<file path="src/rtl/saturn_jump_decoder.sv">
// Saturn control-transfer decoder: recognises GOC/GONC/GOTO/GOSUB/GOLONG/
// GOVLNG/GOSUBL/GOSBVL and the RTN family on the instruction nibble stream,
// drives the jump/return handshake toward the PC/RSTK unit and hands every
// other opcode to the main decoder until it retires.
module saturn_jump_decoder (
   input  logic       i_clk,
   input  logic       i_reset_n,
   input  logic       i_clk_en,
   input  logic [3:0] i_phases,
   input  logic       i_bus_busy,
   input  logic       i_exec_unit_busy,
   input  logic [3:0] i_nibble,
   input  logic       i_carry,
   input  logic       i_instr_done,
   output logic       o_jump_instr,
   output logic [2:0] o_jump_length,
   output logic       o_push_pc,
   output logic       o_block_0x,
   output logic       o_rtn_instr,
   output logic       o_foreign
);

   typedef enum logic [2:0] {
      ST_IDLE,
      ST_BLK0,
      ST_BLK8,
      ST_OFFSET,
      ST_SKIP,
      ST_RTN,
      ST_FOREIGN
   } state_e;

   state_e     state_q, state_d;
   logic       jump_q, jump_d;
   logic [2:0] len_q, len_d;
   logic       push_q, push_d;
   logic       blk0_q, blk0_d;
   logic       rtn_q, rtn_d;
   logic       foreign_q, foreign_d;
   logic [2:0] cnt_q, cnt_d;
   logic [1:0] skip_q, skip_d;

   logic adv, nib_edge, ph3_edge, done_edge;
   logic unused_phases;

   assign adv           = i_clk_en && !i_bus_busy && !i_exec_unit_busy;
   assign nib_edge      = adv && i_phases[2];
   assign ph3_edge      = adv && i_phases[3];
   // Retirement of a handed-over opcode is not blocked by bus/exec stalls.
   assign done_edge     = i_clk_en && i_instr_done;
   assign unused_phases = ^i_phases[1:0];

   // Next-state and output-flag decode; everything holds unless its edge fires.
   always_comb begin
      state_d   = state_q;
      jump_d    = jump_q;
      len_d     = len_q;
      push_d    = push_q;
      blk0_d    = blk0_q;
      rtn_d     = rtn_q;
      foreign_d = foreign_q;
      cnt_d     = cnt_q;
      skip_d    = skip_q;
      case (state_q)
         ST_IDLE: begin
            if (nib_edge) begin
               case (i_nibble)
                  4'h0: begin
                     blk0_d  = 1'b1;
                     state_d = ST_BLK0;
                  end
                  4'h4, 4'h5: begin
                     // GOC (4) branches on carry set, GONC (5) on carry clear.
                     if (i_carry ^ i_nibble[0]) begin
                        jump_d  = 1'b1;
                        len_d   = 3'd1;
                        push_d  = 1'b0;
                        cnt_d   = '0;
                        state_d = ST_OFFSET;
                     end else begin
                        skip_d  = 2'd2;
                        state_d = ST_SKIP;
                     end
                  end
                  4'h6, 4'h7: begin
                     jump_d  = 1'b1;
                     len_d   = 3'd2;
                     push_d  = i_nibble[0];
                     cnt_d   = '0;
                     state_d = ST_OFFSET;
                  end
                  4'h8: state_d = ST_BLK8;
                  default: begin
                     foreign_d = 1'b1;
                     state_d   = ST_FOREIGN;
                  end
               endcase
            end
         end
         ST_BLK0: begin
            if (nib_edge) begin
               blk0_d = 1'b0;
               if (i_nibble[3:2] == 2'b00) begin
                  rtn_d   = 1'b1;
                  state_d = ST_RTN;
               end else begin
                  foreign_d = 1'b1;
                  state_d   = ST_FOREIGN;
               end
            end
         end
         ST_BLK8: begin
            if (nib_edge) begin
               // C..F: bit0 selects abs5 over rel4, bit1 selects a call.
               if (i_nibble[3:2] == 2'b11) begin
                  jump_d  = 1'b1;
                  len_d   = i_nibble[0] ? 3'd4 : 3'd3;
                  push_d  = i_nibble[1];
                  cnt_d   = '0;
                  state_d = ST_OFFSET;
               end else begin
                  foreign_d = 1'b1;
                  state_d   = ST_FOREIGN;
               end
            end
         end
         ST_OFFSET: begin
            if (nib_edge) begin
               if (cnt_q == len_q) begin
                  jump_d  = 1'b0;
                  push_d  = 1'b0;
                  cnt_d   = '0;
                  state_d = ST_IDLE;
               end else begin
                  cnt_d = cnt_q + 3'd1;
               end
            end
         end
         ST_SKIP: begin
            if (nib_edge) begin
               skip_d = skip_q - 2'd1;
               if (skip_q == 2'd1) state_d = ST_IDLE;
            end
         end
         ST_RTN: begin
            if (ph3_edge) begin
               rtn_d   = 1'b0;
               state_d = ST_IDLE;
            end
         end
         ST_FOREIGN: begin
            if (done_edge) begin
               foreign_d = 1'b0;
               state_d   = ST_IDLE;
            end
         end
         default: state_d = ST_IDLE;
      endcase
   end

   // State and registered outputs, cleared asynchronously.
   always_ff @(posedge i_clk or negedge i_reset_n) begin
      if (!i_reset_n) begin
         state_q   <= ST_IDLE;
         jump_q    <= 1'b0;
         len_q     <= '0;
         push_q    <= 1'b0;
         blk0_q    <= 1'b0;
         rtn_q     <= 1'b0;
         foreign_q <= 1'b0;
         cnt_q     <= '0;
         skip_q    <= '0;
      end else begin
         state_q   <= state_d;
         jump_q    <= jump_d;
         len_q     <= len_d;
         push_q    <= push_d;
         blk0_q    <= blk0_d;
         rtn_q     <= rtn_d;
         foreign_q <= foreign_d;
         cnt_q     <= cnt_d;
         skip_q    <= skip_d;
      end
   end

   assign o_jump_instr  = jump_q;
   assign o_jump_length = len_q;
   assign o_push_pc     = push_q;
   assign o_block_0x    = blk0_q;
   assign o_rtn_instr   = rtn_q;
   assign o_foreign     = foreign_q;

endmodule

</file>
<file path="config.mk">
export PLATFORM = sky130hd
export DESIGN_NAME = saturn_jump_decoder
export DESIGN_NICKNAME = d
export VERILOG_FILES = /design/src/rtl/saturn_jump_decoder.sv
export SDC_FILE = /design/constraint.sdc
export NUM_CORES = 1
export LEC_CHECK = 0
export CAP_MARGIN = 10
export CORE_UTILIZATION = 55
export DETAILED_ROUTE_END_ITERATION = 7
export PLACE_DENSITY = 0.84
export SLEW_MARGIN = 30
export SYNTH_ARGS = -nofsm -noshare
export SYNTH_HDL_FRONTEND = slang
export SYNTH_SLANG_ARGS = --single-unit
</file>
<file path="constraint.sdc">
create_clock -name i_clk -period 4.5 [get_ports i_clk]
set_clock_uncertainty 0.15 [all_clocks]
set_input_delay 0.675 -clock i_clk [delete_from_list [all_inputs] [get_ports i_clk]]
set_output_delay 0.675 -clock i_clk [all_outputs]
set_load 0.05 [all_outputs]
</file>
==> impl_metrics.yaml <==
critical_path:
  crit_family: "buffers and inverters"
  cp-endpoint: "o_jump_length[0]"
  cp.depth: 5
  crit-reg2reg-launch: "state_q[1]"
  cp.required_ns: 4.55
  rrSetupSlack_ns: 2.61
  worstSetupStartpoint: "i_nibble[0]"
  crit_chain: "clkdlybuf4s50_1 -> xor2_1 -> o21ai_1 -> a211oi_4 -> mux2_2"
  slowest_stage: "clkdlybuf4s50_1"
  path_buf_inv: 1
  arrival_ns: 2.53
  path_class: "primary input to flop"
  start_kind: "primary input"
  crit_path_max_incr_delay_ns: 0.69
  r2r_cells: 4
  r2r-end: "o_jump_length[1]"
  crit_path_end_kind: "flop"
  critPathMaxFanout: 11
power_and_ir_drop:
  fin_total_pwr_mw: 0.729
  p_leak_nw: 0.573
  p_per_area_nw_per_um2: 522
  vdd_drop_max_uv: 356
synth:
  yosys.cell_types.count: 56
  synth_nets: 140
  synth_edf_count: 0
  asyncSetResetFlopFracSynth_pct: 100
  synth_area_per_cell_sq_um: 9.50
  netlist_instances: 123
  synth_warnings: 0
  synth_area_sq_um: 1170
  ys_ff_latch: 16
  synth.yosys.seq_area_share_pct: 34.3
  synth_ff_type: "dfrtp_1"
sta:
  layout_setup_ws_ns: 2.02
  relSlewSlack_pct: 51.4
  worst_hold_slack_ns: 0.343
  fin_crit_sh_pct: 55.2
  fin_setup_tns_ns: 0
  setup_viol: 0
  rsz0062_at_grt: "no"
  hold_violations: 0
  slew_violations: 0
  period_minus_slack_ns: 2.48
  timing.fmax_ghz: 0.402
  worstMarginPinSlew_ns: 0.727
clock_tree:
  cts.sinks: 16
  clkLatencyLatePin_ns: 0.30
  cts_tree: "yes"
  cts_setup_buffers: 0
  htree_levels: 1
  clk_pin_slew_ns: 0.10
  cts.root.buffer_cell: "clkbuf_4"
  cts_resized: 0
  clockBufferDepth: 2
  postCtsHoldBufs: 0
  cts_made_buffers: 3
global_routing:
  track_usage_pct: 24.6
  grt_pass1_vias: 858
  grt_pass1_wl_um: 3860
  antenna_found_initial: 0
  grt_overflow: 0
  grt_max_degree: 17
floorplanning:
  rows: 16
  ios: 23
  dieHeight_um: 48.1
  dieWidth_um: 48.1
  core_area_sq_um: 1980
  die-area_sq_um: 2310
  initial_core_util_pct: 59.0
route:
  wl_um: 2540
  viasPerCell: 6.19
  wl_per_cell_um: 15.2
  first_pass_iters: 4
  ant_nets: 0
  num_vias: 1033
  drc: 0
  first_iter_violations: 35
final_layout:
  final_nets: 158
  fin_util_pct: 70.5
  n_antenna_cell: 0
  area_delta_synth_final_pct: 19.5
  final_cell_area_sq_um: 1400
  final_cells: 167
  drive_above_1_share_pct: 12.1
hold_path:
  hp-class: "flop to flop"
place:
  gp_congestion: 0.902
  port_buffers: 20
  dpl_cell_area_sq_um: 1360
  numPlacedInstances: 163
  dp_hpwl_um: 1890
  dp_slack_ns: 1.73
status:
  status: "finished clean"
job:
  maxCapViolations: 0
==> kinds of logic after synthesis <==
logic type | after synthesis | share of synthesized area (%)
AO/OA/AOI/OAI | 39 | 27.5
AND/OR/NAND/NOR | 39 | 21.4
buffers and inverters | 18 | 7.17
flip-flops | 16 | 34.3
multiplexers | 5 | 4.50
XOR/XNOR | 4 | 3.00
adder cells (fa/ha/maj) | 2 | 2.14
==> synthesized netlist by cell type (all sizes together), types with 2 or more instances <==
master | number | share of area (%)
o2111ai | 2 | 1.5
a31oi | 3 | 2.9
nor2 | 7 | 2.2
o211a | 2 | 1.7
a211o | 2 | 1.5
a21oi | 2 | 1.2
nand2 | 6 | 2.6
o21ai | 10 | 4.3
ha | 2 | 2.1
nor3 | 2 | 1.3
xnor2 | 3 | 2.2
nor3b | 2 | 1.7
buf | 7 | 3.6
inv | 11 | 3.5
mux2 | 2 | 1.9
o211ai | 2 | 1.3
nor2b | 2 | 1.3
mux2i | 3 | 2.6
o32a | 2 | 1.7
nand2b | 2 | 1.1
dfrtp | 16 | 34
a211oi | 2 | 2.4
nand3b | 2 | 1.3
nand3 | 6 | 2.6
o31ai | 2 | 1.3
and3b | 2 | 1.6
==> flip-flops by register name, summed over array words and instances, names as in the netlist <==
signal and cells:
cnt_q 3, o_block_0x 1, o_foreign 1, o_jump_instr 1
o_jump_length 3, o_push_pc 1, o_rtn_instr 1, skip_q 2
state_q 3
==> final cells by class <==
class | instances | area [sq um]
clock buffer | 4 | 36.3
fill | 155 | 586
inverter | 11 | 41.3
multi-input combinational | 89 | 684
sequential | 16 | 400
tap | 27 | 33.8
timing repair buffer | 20 | 200
==> report_power, final <==
part	total (mW)	switching, mW	internal (mW)	leakage [nW]
logic	0.361	0.215	0.146	0.366
clock network	0.0983	0.0489	0.0494	0.0210
registers	0.270	0.0763	0.194	0.186
==> routing by layer <==
layer / routed length (um) / global-route usage (%) / vias to the layer above
met4: 29 / 6.67 / 0
met1: 1180 / 34.9 / 502
met3: 160 / 4.44 / 3
met5: 0 / 0 / -
met2: 1170 / 38.6 / 35
li1: - / - / 493
==> cells in the final DEF (no fill, tap or decap), types with 3 or more instances in the layout <==
master,n
clkbuf_4,3
clkdlybuf4s50_1,20
dfrtp_1,16
inv_1,10
mux2i_1,3
nand2_1,5
nand3_1,6
nor2_1,7
o21ai_0,8
xnor2_1,3
==> worst min path at each step <==
stage                   start   endpoint  cells after the start  slack [ns]
floorplan           i_reset_n   cnt_q[0]                      0        0.23
global route        skip_q[1]  skip_q[1]                      1        0.37
finish              skip_q[1]  skip_q[1]                      1        0.34
detailed placement  skip_q[1]  skip_q[1]                      1        0.33
global placement    skip_q[0]  skip_q[0]                      1        0.32
CTS                 skip_q[1]  skip_q[1]                      1        0.35
==> worst reg2reg max path, cell delays in order (launching register included) <==
cell	delay, ns
dfrtp_1	0.67
nor3b_2	0.35
and3b_1	0.23
a21o_1	0.16
mux2_2	0.25
Note: power is estimated with default switching activity, not from simulation.
